**config.mk**
```make
export PLATFORM = sky130hd
export DESIGN_NAME = cfg_reg_bank
export DESIGN_NICKNAME = d
export VERILOG_FILES = /design/src/rtl/cfg_reg_pkg.sv /design/src/rtl/cfg_reg_slot.sv /design/src/rtl/cfg_reg_bank.sv
export SDC_FILE = /design/constraint.sdc
export NUM_CORES = 1
export LEC_CHECK = 0
export CAP_MARGIN = 20
export CORE_AREA = 10 10 234 236
export DETAILED_ROUTE_END_ITERATION = 16
export DIE_AREA = 0 0 244 246
export PLACE_DENSITY = 0.56
export SETUP_SLACK_MARGIN = 0.15
export SLEW_MARGIN = 20
export SYNTH_ARGS = -nofsm -noshare
export SYNTH_HDL_FRONTEND = slang
export SYNTH_HIERARCHICAL = 1
export SYNTH_SLANG_ARGS = --single-unit
```
**constraint.sdc**
```tcl
create_clock -name clk -period 7.09 [get_ports clk]
set_clock_uncertainty 0.2 [all_clocks]
set_input_delay 1.7725 -clock clk [delete_from_list [all_inputs] [get_ports clk]]
set_output_delay 1.7725 -clock clk [all_outputs]
set_load 0.02 [all_outputs]
```
**src/rtl/cfg_reg_pkg.sv**
```systemverilog
// Shared definitions for the configuration register bank:
// per-register access modes and an elaboration-time log2 helper.
package cfg_reg_pkg;

    localparam logic [1:0] MODE_RW     = 2'd0;
    localparam logic [1:0] MODE_RO     = 2'd1;
    localparam logic [1:0] MODE_W1C    = 2'd2;
    localparam logic [1:0] MODE_WPULSE = 2'd3;

    function automatic int clog2(input int v);
        int r;
        r = 0;
        while ((1 << r) < v) r++;
        return r;
    endfunction

endpackage

```
**src/rtl/cfg_reg_slot.sv**
```systemverilog
// One configuration register: access mode, byte strobes,
// hardware set/sample and the write pulse.
module cfg_reg_slot
    import cfg_reg_pkg::*;
#(
    parameter int              DATA_WIDTH = 32,
    parameter logic [1:0]      MODE       = MODE_RW,
    parameter logic [DATA_WIDTH-1:0] RST_VALUE = '0
) (
    input  logic                  clk,
    input  logic                  rstn,
    input  logic                  wr_en,
    input  logic [DATA_WIDTH-1:0] wr_data,
    input  logic [DATA_WIDTH/8-1:0] wr_strb,
    input  logic [DATA_WIDTH-1:0] hw_in,
    output logic [DATA_WIDTH-1:0] q,
    output logic                  wr_pulse
);

    localparam int NB = DATA_WIDTH / 8;
    localparam logic [DATA_WIDTH-1:0] RST_Q =
        (MODE == MODE_WPULSE) ? '0 : RST_VALUE;

    logic [DATA_WIDTH-1:0] mask;
    logic [DATA_WIDTH-1:0] q_nxt;
    logic                  pulse_nxt;

    always_comb begin
        mask = '0;
        for (int k = 0; k < NB; k++) begin
            mask[k*8 +: 8] = {8{wr_strb[k]}};
        end
    end

    // Hardware set is OR-ed in after the software clear so a set wins.
    always_comb begin
        q_nxt     = q;
        pulse_nxt = 1'b0;
        case (MODE)
            MODE_RW: begin
                if (wr_en) q_nxt = (q & ~mask) | (wr_data & mask);
                pulse_nxt = wr_en;
            end
            MODE_RO: begin
                q_nxt = hw_in;
            end
            MODE_W1C: begin
                q_nxt     = (q & ~(wr_en ? (wr_data & mask) : '0)) | hw_in;
                pulse_nxt = wr_en;
            end
            MODE_WPULSE: begin
                q_nxt     = wr_en ? (wr_data & mask) : '0;
                pulse_nxt = wr_en;
            end
            default: begin
                q_nxt = q;
            end
        endcase
    end

    always_ff @(posedge clk or negedge rstn) begin
        if (!rstn) begin
            q        <= RST_Q;
            wr_pulse <= 1'b0;
        end else begin
            q        <= q_nxt;
            wr_pulse <= pulse_nxt;
        end
    end

endmodule

```
**src/rtl/cfg_reg_bank.sv**
```systemverilog
// Parametrised configuration/status register bank with address
// decode, read-back and a single-entry valid/ready response channel.
module cfg_reg_bank
    import cfg_reg_pkg::*;
#(
    parameter int NUM_REGS    = 8,
    parameter int ADDR_WIDTH  = 32,
    parameter int DATA_WIDTH  = 32,
    parameter logic [ADDR_WIDTH-1:0] BASE_ADDR = '0,
    parameter int ADDR_STRIDE = 4,
    parameter logic [NUM_REGS*DATA_WIDTH-1:0] RST_VALUES = '0,
    parameter logic [NUM_REGS*2-1:0]          REG_MODES  = '0
) (
    input  logic                           clk,
    input  logic                           rstn,
    input  logic                           cfg_vld,
    output logic                           cfg_rdy,
    input  logic                           cfg_wr,
    input  logic [ADDR_WIDTH-1:0]          cfg_addr,
    input  logic [DATA_WIDTH-1:0]          cfg_data,
    input  logic [DATA_WIDTH/8-1:0]        cfg_strb,
    output logic                           rsp_vld,
    input  logic                           rsp_rdy,
    output logic [DATA_WIDTH-1:0]          rsp_data,
    output logic                           rsp_err,
    input  logic [NUM_REGS*DATA_WIDTH-1:0] hw_in,
    output logic [NUM_REGS*DATA_WIDTH-1:0] reg_data,
    output logic [NUM_REGS-1:0]            wr_pulse
);

    localparam int SW = clog2(ADDR_STRIDE);
    localparam logic [ADDR_WIDTH-1:0] STRIDE_M = ADDR_WIDTH'(ADDR_STRIDE - 1);
    localparam logic [ADDR_WIDTH-1:0] NREG_A   = ADDR_WIDTH'(NUM_REGS);

    logic [ADDR_WIDTH-1:0] off;
    logic [ADDR_WIDTH-1:0] idx_a;
    logic                  hit;
    logic                  acc;
    logic                  ro_hit;
    logic                  err_nxt;
    logic [NUM_REGS-1:0]   sel;
    logic [NUM_REGS-1:0]   wr_en;
    logic [DATA_WIDTH-1:0] rd_val;
    logic [DATA_WIDTH-1:0] data_nxt;

    assign off   = cfg_addr - BASE_ADDR;
    assign idx_a = off >> SW;
    assign hit   = (cfg_addr >= BASE_ADDR) &&
                   ((off & STRIDE_M) == '0) &&
                   (idx_a < NREG_A);

    assign cfg_rdy = !rsp_vld || rsp_rdy;
    assign acc     = cfg_vld && cfg_rdy;

    // Pulse registers read as zero whatever they currently drive.
    always_comb begin
        sel    = '0;
        rd_val = '0;
        ro_hit = 1'b0;
        for (int i = 0; i < NUM_REGS; i++) begin
            sel[i] = hit && (idx_a == ADDR_WIDTH'(i));
            if (sel[i] && REG_MODES[2*i +: 2] != MODE_WPULSE)
                rd_val = rd_val | reg_data[i*DATA_WIDTH +: DATA_WIDTH];
            if (sel[i] && REG_MODES[2*i +: 2] == MODE_RO)
                ro_hit = 1'b1;
        end
    end

    assign wr_en    = {NUM_REGS{acc && cfg_wr}} & sel;
    assign err_nxt  = !hit || (cfg_wr && ro_hit);
    assign data_nxt = (hit && !cfg_wr) ? rd_val : '0;

    always_ff @(posedge clk or negedge rstn) begin
        if (!rstn) begin
            rsp_vld  <= 1'b0;
            rsp_data <= '0;
            rsp_err  <= 1'b0;
        end else if (acc) begin
            rsp_vld  <= 1'b1;
            rsp_data <= data_nxt;
            rsp_err  <= err_nxt;
        end else if (rsp_rdy) begin
            rsp_vld  <= 1'b0;
            rsp_data <= '0;
            rsp_err  <= 1'b0;
        end
    end

    for (genvar i = 0; i < NUM_REGS; i++) begin : g_slot
        cfg_reg_slot #(
            .DATA_WIDTH (DATA_WIDTH),
            .MODE       (REG_MODES[2*i +: 2]),
            .RST_VALUE  (RST_VALUES[i*DATA_WIDTH +: DATA_WIDTH])
        ) u_slot (
            .clk      (clk),
            .rstn     (rstn),
            .wr_en    (wr_en[i]),
            .wr_data  (cfg_data),
            .wr_strb  (cfg_strb),
            .hw_in    (hw_in[i*DATA_WIDTH +: DATA_WIDTH]),
            .q        (reg_data[i*DATA_WIDTH +: DATA_WIDTH]),
            .wr_pulse (wr_pulse[i])
        );
    end

endmodule

```
Yosys cells after proc, flatten, opt, wreduce, memory -nomap -nowiden
Cells that the tools add are included.
W data, S select, Z words.
{"block": "op_classes", "n_eq_ne": 7, "reduce_logical": 20, "n_lt_le_gt_ge": 2, "bitwise_logic": 26, "muxes": 14}
{"operator": "$or A32 B32 Y32", "count": 15}
{"operator": "$mux W32", "count": 11}
{"operator": "$and A32 B32 Y32", "count": 9}
{"operator": "$eq A30 B3 Y1 const B", "count": 4}
{"operator": "$logic_not A32 Y1", "count": 2}
{"operator": "$eq A30 B2 Y1 const B", "count": 2}
{"operator": "$ge A32 B1 Y1 const B", "count": 1}
{"operator": "$not A32 Y32", "count": 1}
{"operator": "$eq A30 B1 Y1 const B", "count": 1}
{"operator": "$lt A30 B4 Y1 const B", "count": 1}
{"operator": "$logic_and A1 B1 Y1", "count": 13}
{"operator": "$and A8 B8 Y8", "count": 1}
{"operator": "$logic_not A1 Y1", "count": 3}
{"operator": "$mux W1", "count": 3}
{"operator": "$reduce_bool A2 Y1", "count": 1}
{"operator": "$logic_or A1 B1 Y1", "count": 1}
{"block": "word_totals", "elab_cells": 88, "inputBits": 329, "output_inout_bits": 299, "register_bits": 298}

Logic depth before layout (Yosys ltp)
{"block": "logic_depth", "word_depth": 21, "depth_mapped": 8, "depth_no_buf": 6}

By module
The synthesis kept the hierarchy.
{"mod": "cfg_reg_slot", "n_inst": 8, "seq_area_each_um2": 825.8, "cells_each": 69, "area_each_um2": 1211.2}
{"mod": "cfg_reg_bank", "n_inst": 1, "seq_area_each_um2": 850.8, "cells_each": 330, "area_each_um2": 3450.8}

Least setup slack after synthesis
OpenSTA, ideal clock, no wires.
{"block": "synth_path", "path_kind": "input-to-reg", "startpoint": "input cfg_addr[30]", "endpoint": "register with a tool-made name", "t_required_ns": 6.765, "cell_stages": 7, "path_buffers": 1, "arrival_time_ns": 3.945, "setup_time_ns": 0.125, "setup_slack_ns": 2.820, "cell_sequence": "nor4_1 > nand4_1 > or2_0 > clkbuf_1 > nor4_1 > nand2_2 > mux2_2"}
{"element": "start, declared", "line_no": "cfg_reg_bank.sv:19", "rtl": "input logic [ADDR_WIDTH-1:0] cfg_addr,"}

Worst setup path in the final report
{"block": "layout_path", "startpoint": "input rsp_rdy", "endpoint": "output cfg_rdy"}
{"block": "layout_via", "elab_chain_cells": 1}
{"element": "start, declared", "line_no": "cfg_reg_bank.sv:23", "rtl": "input logic rsp_rdy,"}
{"element": "$logic_or A1 B1 Y1", "line_no": "cfg_reg_bank.sv:52", "rtl": "assign cfg_rdy = !rsp_vld || rsp_rdy;"}
{"element": "end, declared", "line_no": "cfg_reg_bank.sv:17", "rtl": "output logic cfg_rdy,"}
Every way passes these cells.

==> impl_metrics.tcl <==
set metrics [dict create \
    status "finished, final reports clean" \
    syn_area_sq_um 13140 \
    via_count 9452 \
    gr-total-overflow 0 \
    vias_per_cell 4.779 \
    whs_path_depth 1 \
    p_leak_nw 8.855 \
    max_slew_margin 0.4534 \
    hold_viol_final 0 \
    path_class "primary input to output pin" \
    ant_nets 0 \
    drcViolationCount 0 \
    multiInputGateArea_sq_um 5548 \
    fin_crit_ps 5263 \
    chipWidth_microns 244 \
    cts_buffer_depth 3 \
    io_pins 628 \
    cp.required_ps 5120 \
    cts-root-buf "clkbuf_16" \
    htreeDepth 2 \
    ir_drop_mv 0.1852 \
    insertion_delay_ps 550 \
    syn_avg_cell_area_sq_um 14.90 \
    holdWs_ps 305.1 \
    grt_use_total 0.1698 \
    wl_mm 52.21 \
    num-nets-final 1606 \
    synth_warnings 6 \
    place_congestion 0.7945 \
    core_area_sq_um 49860 \
    area_delta_synth_final_pct 44.25 \
    power.density_nw_per_um2 201.1 \
    die_h_microns 246 \
    synth.distinct_cells 33 \
    r2r_cells 7 \
    maxCapViolations 0 \
    layout-drive-gt1-share 0.3134 \
    clock_sink_count 298 \
    p_int_mw 2.942 \
    tritoncts "built" \
    synth_area_leaders "dfrtp_1 (57%), mux2_2 (22%), mux4_2 (5.5%)" \
    cp-end-kind "output pin" \
    pwr-share-seq 0.447 \
    setup_viol 0 \
    synth.net_count 1211 \
    rsz0062_at_grt "no" \
    nFillCells 4862 \
    power.share.switching 0.2284 \
    numCtsBuffers 37 \
    finalSetupTns_ps 0 \
    initial_core_util 0.2635 \
    yosys.area.top_type "dfrtp_1" \
    fmaxAchievable_ghz 0.1900 \
    arrival_ps 3290 \
    clkTransAtPathRegs_ps 60 \
    dp_slack_ps 1395 \
    max_slew.worst_pin.slew_ps 820.0 \
    antenna_found_initial 4 \
    period_share 0.7423 \
    cts_resized 0 \
    hpwl_mm 36.78 \
    numPortBuffers 371 \
    fin_area_sq_um 18950 \
    maxSlewViolCount 0 \
    dr.pass1.iters 4 \
    rows 82 \
    setup_ws_ps 1827 \
    cts-hold-fix-buffers 0 \
    p_sw_mw 0.8708 \
    synth_top_area_frac 0.5675 \
    post_cts_buffers 0 \
    synthCells 882 \
    wire_per_inst_microns 26.40 \
    hp-class "flip-flop to flip-flop" \
    crit_fanout 5 \
    clockPowerShare 0.510 \
    dr.first_iter.drc_count 323 \
    grt_max_degree 121 \
    startpoint_type "primary input" \
    seq_area_sq_um 7457 \
    synth_seq_cells 298 \
    grt_pass1_wl_mm 75.59 \
    placed_area_sq_um 17710 \
    grt_pass1_vias 10370 \
    combPwrFrac 0.044 \
    seq_area_frac_synth 0.5675 \
    fin_util 0.3801 \
    die_area_sq_um 60020 \
]
-- critical path, stage by stage --
cell,delay [ps]
clkdlybuf4s50_1,570
nand2b_1,130
buf_4,160
clkdlybuf4s50_1,660
-- metal layers --
metal,part of all wire,wire (microns),vias to the layer above,GRT usage
met2,0.44,22870,398,0.2594
li1,-,-,4101,-
met4,0.017,875,8,0.04073
met3,0.12,6011,62,0.08288
met1,0.43,22390,4883,0.2117
met5,0.0011,58,-,0
-- layout by cell type, fill, tap and decap left out, types with 2 or more instances in the layout --
cell type and n:
mux4_2 32, buf_4 18, bufinv_16 3, nand2_2 33
inv_6 2, nor2b_1 33, clkdlybuf4s50_1 367, inv_1 2
nor4_1 7, nor4_4 2, clkinv_2 3, nor4_2 5
nor2_1 33, a211o_1 31, mux2i_1 33, nand4_1 2
clkbuf_1 12, and2_1 32, clkbuf_16 39, nand2b_1 4
clkbuf_8 6, dfrtp_1 298, buf_2 2, a221o_1 32
clkinvlp_4 2, mux2_2 256
-- metrics by stage --
stage	power, mW	std cells
after floorplan	1.776	882
after global placement	1.905	1910
after detailed placement	1.905	1910
after CTS	3.874	1977
after global routing	3.946	1977
final	3.813	1978
-- area by class of cell --
class	instances	area share
Inverter	3	0.0005941
Multi-Input combinational cell	548	0.2927
Tap cell	672	0.04436
Clock inverter	10	0.007261
Clock buffer	57	0.05822
Timing Repair Buffer	389	0.2033
Sequential cell	298	0.3934
Antenna cell	1	0.0001320
-- path summary, 6_finish.rpt --
kind                             startpoint  slack [ps]            to
worst min register to register  rsp_data[9]         310   rsp_data[9]
max in group asynchronous              rstn        4470  rsp_data[19]
worst min-delay path            rsp_data[9]         310   rsp_data[9]
worst max-delay path                rsp_rdy        1830       cfg_rdy
worst max register to register      rsp_vld        4290     flip-flop
min in group asynchronous              rstn        1050     async pin
-- power by group through the flow --
stage                     combinational (mW)  clock, mW  sequential, mW
final                                  0.166       1.94            1.70
after global routing                   0.182       2.06            1.70
after CTS                              0.172       2.00            1.70
after detailed placement               0.172          0            1.73
after global placement                 0.171          0            1.73
after floorplan                       0.0411          0            1.74
-- cells in the mapped netlist --
| cell | number |
|---|---|
| nor4_1 | 12 |
| nand4_1 | 2 |
| nor3_1 | 2 |
| nor2_1 | 33 |
| dfrtp_1 | 298 |
| nand3b_1 | 1 |
| mux2_2 | 256 |
| mux2i_1 | 33 |
| buf_4 | 3 |
| nand3_1 | 1 |
| and4_1 | 1 |
| clkbuf_1 | 18 |
| buf_2 | 8 |
| and3_1 | 1 |
| mux4_2 | 32 |
| or2_0 | 1 |
| a211o_1 | 31 |
| nand4b_1 | 1 |
| a221o_1 | 32 |
| nor4_2 | 2 |
| a22o_1 | 1 |
| nor2b_1 | 33 |
| o21ai_0 | 1 |
| nand2_1 | 2 |
| inv_1 | 2 |
| buf_6 | 2 |
| or2_2 | 1 |
| buf_12 | 2 |
| clkinv_1 | 1 |
| a21oi_1 | 1 |
| and2_1 | 32 |
| nand2b_1 | 4 |
| nand2_2 | 32 |
-- logic make-up (layout without fill, tap and decap cells) --
family	Yosys count	in the layout	share of synthesized area
other	0	1	0
multiplexers	321	321	0.2994
flip-flops	298	298	0.5675
AO/OA/AOI/OAI	66	66	0.04647
AND/OR/NAND/NOR	161	161	0.07113
buffers and inverters	36	459	0.01552
Note: power is estimated with default switching activity, not from simulation.
